### config.mk
export PLATFORM = sky130hd
export DESIGN_NAME = fhn_spike_detector_flat
export DESIGN_NICKNAME = d
export VERILOG_FILES = /design/src/rtl/fhn_pkg.sv /design/src/rtl/fhn_spike_detector_if.sv /design/src/rtl/fhn_evt_fifo.sv /design/src/rtl/fhn_spike_detector.sv /design/src/flat_wrapper.sv
export SDC_FILE = /design/constraint.sdc
export NUM_CORES = 1
export LEC_CHECK = 0
export BUFFER_PORTS_ARGS = -buffer_cell sky130_fd_sc_hd__clkbuf_2
export CELL_PAD_IN_SITES_DETAIL_PLACEMENT = 1
export CELL_PAD_IN_SITES_GLOBAL_PLACEMENT = 2
export CORE_MARGIN = 5
export CORE_UTILIZATION = 50
export CTS_BUF_LIST = sky130_fd_sc_hd__clkbuf_4
export DETAILED_ROUTE_END_ITERATION = 10
export GPL_ROUTABILITY_DRIVEN = 0
export PLACE_DENSITY_LB_ADDON = 0.1
export SYNTH_ARGS = -nofsm -noshare
export SYNTH_HDL_FRONTEND = slang
export SYNTH_SLANG_ARGS = --single-unit
### constraint.sdc
create_clock -name clk -period 16.93 [get_ports clk]
set_input_delay 3.386 -clock clk [delete_from_list [all_inputs] [get_ports clk]]
set_output_delay 3.386 -clock clk [all_outputs]
set_load 0.02 [all_outputs]
### src/rtl/fhn_pkg.sv
// Shared Q3.12 constants and types for the FHN spike detector slice.
package fhn_pkg;

    localparam int unsigned FHN_DATA_W = 16;
    localparam int unsigned FHN_FRAC   = 12;
    localparam int          FHN_ONE    = 4096;
    localparam int unsigned FHN_TS_W   = 32;
    localparam int unsigned FHN_ISI_W  = 16;

    typedef enum logic [1:0] {
        IDLE,
        ARMED,
        REFRAC
    } det_state_t;

    typedef struct packed {
        logic [FHN_TS_W-1:0]  ts;
        logic [FHN_ISI_W-1:0] isi;
        logic                 first;
    } spike_evt_t;

endpackage

### src/rtl/fhn_spike_detector_if.sv
// Valid/ready event stream carrying timestamped spike events.
interface fhn_spike_detector_if
    import fhn_pkg::*;
#(
    parameter int unsigned TS_W  = FHN_TS_W,
    parameter int unsigned ISI_W = FHN_ISI_W
);
    logic             valid;
    logic             ready;
    logic [TS_W-1:0]  ts;
    logic [ISI_W-1:0] isi;
    logic             first;

    modport master (output valid, ts, isi, first, input ready);
    modport slave  (input valid, ts, isi, first, output ready);
endinterface

### src/rtl/fhn_evt_fifo.sv
// Synchronous show-ahead FIFO; a push while full is dropped unless a pop frees a slot that cycle.
module fhn_evt_fifo #(
    parameter int unsigned WIDTH = 8,
    parameter int unsigned DEPTH = 8
)(
    input  logic             clk,
    input  logic             rst,
    input  logic             push,
    input  logic [WIDTH-1:0] din,
    input  logic             pop,
    output logic [WIDTH-1:0] dout,
    output logic             full,
    output logic             empty,
    output logic             drop
);
    localparam int unsigned AW = (DEPTH > 1) ? $clog2(DEPTH) : 1;

    logic [WIDTH-1:0] mem [DEPTH];
    logic [AW:0]      wr_ptr;
    logic [AW:0]      rd_ptr;
    logic             pop_ok;
    logic             push_ok;

    assign empty   = (wr_ptr == rd_ptr);
    assign full    = (wr_ptr[AW] != rd_ptr[AW]) && (wr_ptr[AW-1:0] == rd_ptr[AW-1:0]);
    assign pop_ok  = pop && !empty;
    assign push_ok = push && (!full || pop_ok);
    assign drop    = push && full && !pop_ok;
    assign dout    = empty ? '0 : mem[rd_ptr[AW-1:0]];

    always_ff @(posedge clk) begin
        if (rst) begin
            wr_ptr <= '0;
            rd_ptr <= '0;
        end else begin
            if (push_ok) wr_ptr <= wr_ptr + 1'b1;
            if (pop_ok)  rd_ptr <= rd_ptr + 1'b1;
        end
    end

    always_ff @(posedge clk) begin
        if (push_ok) mem[wr_ptr[AW-1:0]] <= din;
    end

endmodule

### src/rtl/fhn_spike_detector.sv
// Hysteresis/refractory spike detector on the FHN membrane voltage; queues {ts, isi, first} events.
module fhn_spike_detector
    import fhn_pkg::*;
#(
    parameter int unsigned              DATA_W     = FHN_DATA_W,
    parameter int unsigned              FRAC_BITS  = FHN_FRAC,
    parameter logic signed [DATA_W-1:0] V_TH_HI    = DATA_W'(1) << FRAC_BITS,
    parameter logic signed [DATA_W-1:0] V_TH_LO    = '0,
    parameter int unsigned              REFRAC_CYC = 16,
    parameter int unsigned              TS_W       = FHN_TS_W,
    parameter int unsigned              ISI_W      = FHN_ISI_W,
    parameter int unsigned              FIFO_DEPTH = 8
)(
    input  logic                     clk,
    input  logic                     rst,
    input  logic signed [DATA_W-1:0] v_in,
    input  logic                     v_valid,
    input  logic                     clr_stats,
    output logic                     spike,
    output logic [15:0]              spike_cnt,
    output logic                     overflow,
    fhn_spike_detector_if.master     evt
);
    localparam int unsigned RF_W = (REFRAC_CYC > 1) ? $clog2(REFRAC_CYC) : 1;

    typedef struct packed {
        logic [TS_W-1:0]  ts;
        logic [ISI_W-1:0] isi;
        logic             first;
    } evt_t;

    det_state_t       state;
    det_state_t       state_nxt;
    logic [TS_W-1:0]  ts_ctr;
    logic [ISI_W-1:0] isi_ctr;
    logic             have_prior;
    logic [RF_W-1:0]  rf_ctr;
    logic             spike_det;
    logic             enter_refrac;
    logic             first_evt;
    evt_t             push_evt;
    evt_t             head_evt;
    logic             fifo_full_unused;
    logic             fifo_empty;
    logic             fifo_drop;

    always_ff @(posedge clk) begin
        if (rst) state <= IDLE;
        else     state <= state_nxt;
    end

    always_comb begin
        state_nxt = state;
        case (state)
            IDLE:    if (v_valid && (v_in >= V_TH_HI)) state_nxt = ARMED;
            ARMED:   if (v_valid && (v_in < V_TH_LO))
                         state_nxt = (REFRAC_CYC == 0) ? IDLE : REFRAC;
            REFRAC:  if (v_valid && (rf_ctr == '0)) state_nxt = IDLE;
            default: state_nxt = IDLE;
        endcase
    end

    always_comb begin
        spike_det    = (state == IDLE) && v_valid && (v_in >= V_TH_HI);
        enter_refrac = (state == ARMED) && (state_nxt == REFRAC);
    end

    // A clear coincident with a spike makes that spike the new "first".
    assign first_evt      = !have_prior || clr_stats;
    assign push_evt.ts    = ts_ctr;
    assign push_evt.isi   = first_evt ? '0 : isi_ctr;
    assign push_evt.first = first_evt;

    always_ff @(posedge clk) begin
        if (rst) begin
            ts_ctr     <= '0;
            isi_ctr    <= '0;
            have_prior <= 1'b0;
            rf_ctr     <= '0;
            spike      <= 1'b0;
            spike_cnt  <= '0;
            overflow   <= 1'b0;
        end else begin
            ts_ctr <= ts_ctr + 1'b1;
            spike  <= spike_det;

            if (spike_det)             isi_ctr <= ISI_W'(1);
            else if (isi_ctr != '1)    isi_ctr <= isi_ctr + 1'b1;

            if (spike_det)             have_prior <= 1'b1;
            else if (clr_stats)        have_prior <= 1'b0;

            if (enter_refrac)          rf_ctr <= RF_W'(REFRAC_CYC - 1);
            else if (rf_ctr != '0)     rf_ctr <= rf_ctr - 1'b1;

            if (clr_stats)             spike_cnt <= {15'b0, spike_det};
            else if (spike_det && (spike_cnt != '1)) spike_cnt <= spike_cnt + 1'b1;

            overflow <= fifo_drop || (overflow && !clr_stats);
        end
    end

    fhn_evt_fifo #(
        .WIDTH ($bits(evt_t)),
        .DEPTH (FIFO_DEPTH)
    ) u_fifo (
        .clk   (clk),
        .rst   (rst),
        .push  (spike_det),
        .din   (push_evt),
        .pop   (evt.ready),
        .dout  (head_evt),
        .full  (fifo_full_unused),
        .empty (fifo_empty),
        .drop  (fifo_drop)
    );

    assign evt.valid = !fifo_empty;
    assign evt.ts    = head_evt.ts;
    assign evt.isi   = head_evt.isi;
    assign evt.first = head_evt.first;

endmodule
### src/flat_wrapper.sv
// flat-port wrapper written by rule: the top's interface ports become plain ports
module fhn_spike_detector_flat import fhn_pkg::*;
#(
    parameter int unsigned              DATA_W     = FHN_DATA_W,
    parameter int unsigned              FRAC_BITS  = FHN_FRAC,
    parameter logic signed [DATA_W-1:0] V_TH_HI    = DATA_W'(1) << FRAC_BITS,
    parameter logic signed [DATA_W-1:0] V_TH_LO    = '0,
    parameter int unsigned              REFRAC_CYC = 16,
    parameter int unsigned              TS_W       = FHN_TS_W,
    parameter int unsigned              ISI_W      = FHN_ISI_W,
    parameter int unsigned              FIFO_DEPTH = 8
)
  (clk, rst, v_in, v_valid, clr_stats, spike, spike_cnt, overflow, evt_valid, evt_ts, evt_isi, evt_first, evt_ready);
  fhn_spike_detector_if #(.TS_W(TS_W), .ISI_W(ISI_W)) evt_i ();
  input  logic clk;
  input  logic rst;
  input  logic signed [DATA_W-1:0] v_in;
  input  logic v_valid;
  input  logic clr_stats;
  output logic spike;
  output logic [15:0] spike_cnt;
  output logic overflow;
  output wire logic [$bits(evt_i.valid)-1:0] evt_valid;
  output wire logic [$bits(evt_i.ts)-1:0] evt_ts;
  output wire logic [$bits(evt_i.isi)-1:0] evt_isi;
  output wire logic [$bits(evt_i.first)-1:0] evt_first;
  input wire logic [$bits(evt_i.ready)-1:0] evt_ready;
  assign evt_valid = evt_i.valid;
  assign evt_ts = evt_i.ts;
  assign evt_isi = evt_i.isi;
  assign evt_first = evt_i.first;
  assign evt_i.ready = evt_ready;
  fhn_spike_detector #(.DATA_W(DATA_W), .FRAC_BITS(FRAC_BITS), .V_TH_HI(V_TH_HI), .V_TH_LO(V_TH_LO), .REFRAC_CYC(REFRAC_CYC), .TS_W(TS_W), .ISI_W(ISI_W), .FIFO_DEPTH(FIFO_DEPTH)) u_core (.clk(clk), .rst(rst), .v_in(v_in), .v_valid(v_valid), .clr_stats(clr_stats), .spike(spike), .spike_cnt(spike_cnt), .overflow(overflow), .evt(evt_i));
endmodule
==> results.py <==
metrics = {
    "timing": {
        "drv_slew": 0,
        "fin_crit_ns": 7.27,
        "fin_tns_setup_ns": 0,
        "skew_ns": 0.0430,
        "setup_viol": 0,
        "rsz0062_at_grt": "no",
        "tightest_slew_ns": 1.06,
        "max_clock_freq_ghz": 0.138,
        "hold_violations": 0,
        "period_share": 0.429,
        "slew_headroom": 0.294,
    },
    "final_layout": {
        "final_cells": 1897,
        "final_cell_mix": "392 x edfxtp_1, 191 x clkbuf_4, 98 x mux4_2",
        "regArea_sq_mm": 0.0135,
        "postLayoutCoreUtil": 0.575,
        "fin_nets": 1306,
        "syn2layout_area_growth_pct": 13.7,
        "final_common_cell": "edfxtp_1",
        "drive_gt1_frac": 0.299,
        "fill_cells": 3571,
        "multi_input_area_sq_mm": 0.00531,
    },
    "outcome": {
        "status": "finished clean",
    },
    "clock_tree": {
        "cts_tree": "yes",
        "clk_pin_slew_ns": 0.07,
        "cts_max_level": 3,
        "cts_setup_buffers": 0,
        "clockBufferDepth": 3,
        "cts_hold_buf": 0,
        "cts.sink_count": 476,
        "cts_resized": 0,
        "cts_root_buffer": "clkbuf_4",
        "cts_made_buffers": 119,
        "insertion_delay_ns": 0.79,
    },
    "logic_synthesis": {
        "ys_seq_area_frac": 0.707,
        "ys_async_sr_fraction": 0,
        "ys_warn_count": 0,
        "ys_types": 50,
        "ys_seq_elements": 476,
        "synth_nets": 1147,
        "syn_area_sq_mm": 0.0190,
        "synth_edf_count": 392,
        "syn_inst": 1119,
        "synth_flop_cell": "edfxtp_1",
        "avgSynthCellArea_sq_um": 17.0,
    },
    "critical_path": {
        "critPathTopFamily": "buffers and inverters",
        "critPathSlowestCell": "dfxtp_4",
        "path_max_fanout": 51,
        "crit_type": "flip-flop to primary output",
        "crit_path_start_kind": "flip-flop",
        "end_kind": "primary output",
        "max_stage_delay_ns": 1.05,
        "crit_chain": "buf_4, mux4_2, mux2i_1, nor2_1, clkbuf_2",
        "path_buf_inv": 2,
        "crit_arrival_ns": 3.88,
        "worstPathRequired_ns": 13.54,
    },
    "grt": {
        "track_usage": 0.201,
        "grt_pass1_vias": 11700,
        "antenna_found_initial": 1,
        "grt_pass1_wl_mm": 65.5,
        "grt_max_degree": 71,
        "grt-ovfl-total": 0,
    },
    "drt": {
        "drt-total-wl_mm": 41.1,
        "vias": 10800,
        "drc": 0,
        "ant_nets": 0,
        "viasPerCell": 5.69,
        "wl_per_cell_microns": 21.7,
        "drtPass1Iterations": 5,
        "drtIter0Drc": 675,
    },
    "floorplanning": {
        "die_area_sq_mm": 0.0420,
        "start_util": 0.506,
        "placementRows": 71,
        "pin_count": 89,
        "dieWidth_microns": 205,
        "die_h_microns": 205,
        "core_sq_mm": 0.0376,
    },
    "worst_hold_path": {
        "hold_class": "flip-flop to flip-flop",
    },
    "placement": {
        "dp.cells": 1668,
        "dp_hpwl_mm": 22.2,
        "port_buffers": 76,
    },
    "pwr": {
        "power_leakage_nw": 7.02,
        "powerDensity_mw_per_mm2": 116,
        "ir_drop_v": 0.0000613,
    },
    "run": {
        "cap_viol_max_count": 0,
    },
}
path summary, 6_finish.rpt:
path | slack, ns | end | startpoint | cells after the start
worst max-delay path | 9.66 | evt_isi[2] | flip-flop | 5
worst min-delay path | 0.49 | u_core.spike_cnt[7]$_SDFFE_PP0P_ | u_core.spike_cnt[7]$_SDFFE_PP0P_ | 2
worst max register to register | 13.92 | u_core.u_fifo.mem[5][42]$_DFFE_PP_ | u_core.state[0]$_SDFF_PP0_ | 6
worst min register to register | 0.49 | u_core.spike_cnt[7]$_SDFFE_PP0P_ | u_core.spike_cnt[7]$_SDFFE_PP0P_ | 2
synth_stat cells (2+ instances only):
| cell type | count | area (sq um) |
|---|---|---|
| xnor2_1 | 8 | 70.1 |
| a41o_1 | 2 | 20.0 |
| mux2i_1 | 52 | 521 |
| edfxtp_1 | 392 | 11800 |
| o31ai_1 | 23 | 173 |
| buf_2 | 10 | 50.1 |
| nor4_1 | 7 | 43.8 |
| or2_2 | 2 | 12.5 |
| or4_1 | 23 | 173 |
| and4_1 | 10 | 87.6 |
| nor3_1 | 11 | 55.1 |
| o41ai_1 | 6 | 52.6 |
| mux2_2 | 4 | 45.0 |
| mux4_2 | 98 | 2210 |
| dfxtp_1 | 84 | 1680 |
| nor2_1 | 79 | 297 |
| a31oi_1 | 5 | 31.3 |
| ha_1 | 7 | 87.6 |
| a211o_1 | 2 | 17.5 |
| o21ai_0 | 20 | 100 |
| a21oi_1 | 49 | 245 |
| inv_1 | 15 | 56.3 |
| xor2_1 | 10 | 87.6 |
| a211oi_1 | 3 | 22.5 |
| or3_1 | 13 | 81.3 |
| nand4_1 | 15 | 93.8 |
| buf_1 | 5 | 18.8 |
| and2_1 | 17 | 106 |
| and3_1 | 10 | 62.6 |
| nor2b_1 | 8 | 50.1 |
| o311ai_0 | 5 | 43.8 |
| a2111o_1 | 4 | 45.0 |
| and4b_1 | 4 | 40.0 |
| nand3_1 | 30 | 150 |
| clkbuf_1 | 39 | 146 |
| nand2_1 | 33 | 124 |
registers in the layout, indices dropped and copies added, names as in the netlist, named ones only:
signal and flops:
u_core.u_fifo.mem 392, u_core.ts_ctr 32, u_core.isi_ctr 16, u_core.spike_cnt 16, u_core.rf_ctr 4, u_core.u_fifo.rd_ptr 4
u_core.u_fifo.wr_ptr 4, u_core.state 2, u_core.have_prior 1, u_core.overflow 1, u_core.spike 1
logic make-up after synthesis:
logic type	share of synthesized area
compound gates	0.0414
fa+ha+maj	0.00460
mux	0.146
xor+xnor	0.00829
buf+inv	0.0149
flops	0.707
simple gates	0.0778
tightest hold or removal path: stages (launching register included):
cell and delay [ns]:
dfxtp_1 0.33, nand2_1 0.06, mux2i_1 0.05
layer usage:
metal  global-route usage  wire [microns]  up-vias
met1                0.275           18500     5615
met4               0.0627             631        0
li1                     -               -     4920
met2                0.328           20400      199
met3               0.0424            1590       53
met5                    0               0        -
layout make-up:
cell class | count | area share
diodes | 1 | 0.000116
clock buffers | 191 | 0.0663
clock inverters | 37 | 0.00955
inverters | 15 | 0.00260
multi-input cells | 573 | 0.246
flip-flops and latches | 476 | 0.623
well taps | 511 | 0.0296
repair buffers | 93 | 0.0235
where the power goes:
part | internal [mW] | switching [mW]
logic | 0.0970 | 0.124
clock network | 0.542 | 0.450
registers | 1.27 | 0.0242
per-stage QoR:
step                power (mW)  cell area [sq um]  setup slack (ns)  hold slack (ns)
floorplan                 1.47              19000              8.51            0.444
global placement          1.54              20000             10.30            0.470
detailed placement        1.54              20000             10.27            0.487
CTS                       2.55              21600              9.35            0.497
global route              2.64              21600              9.20            0.527
finish                    2.50              21600              9.66            0.489
Power figures use the tool's default switching activity.
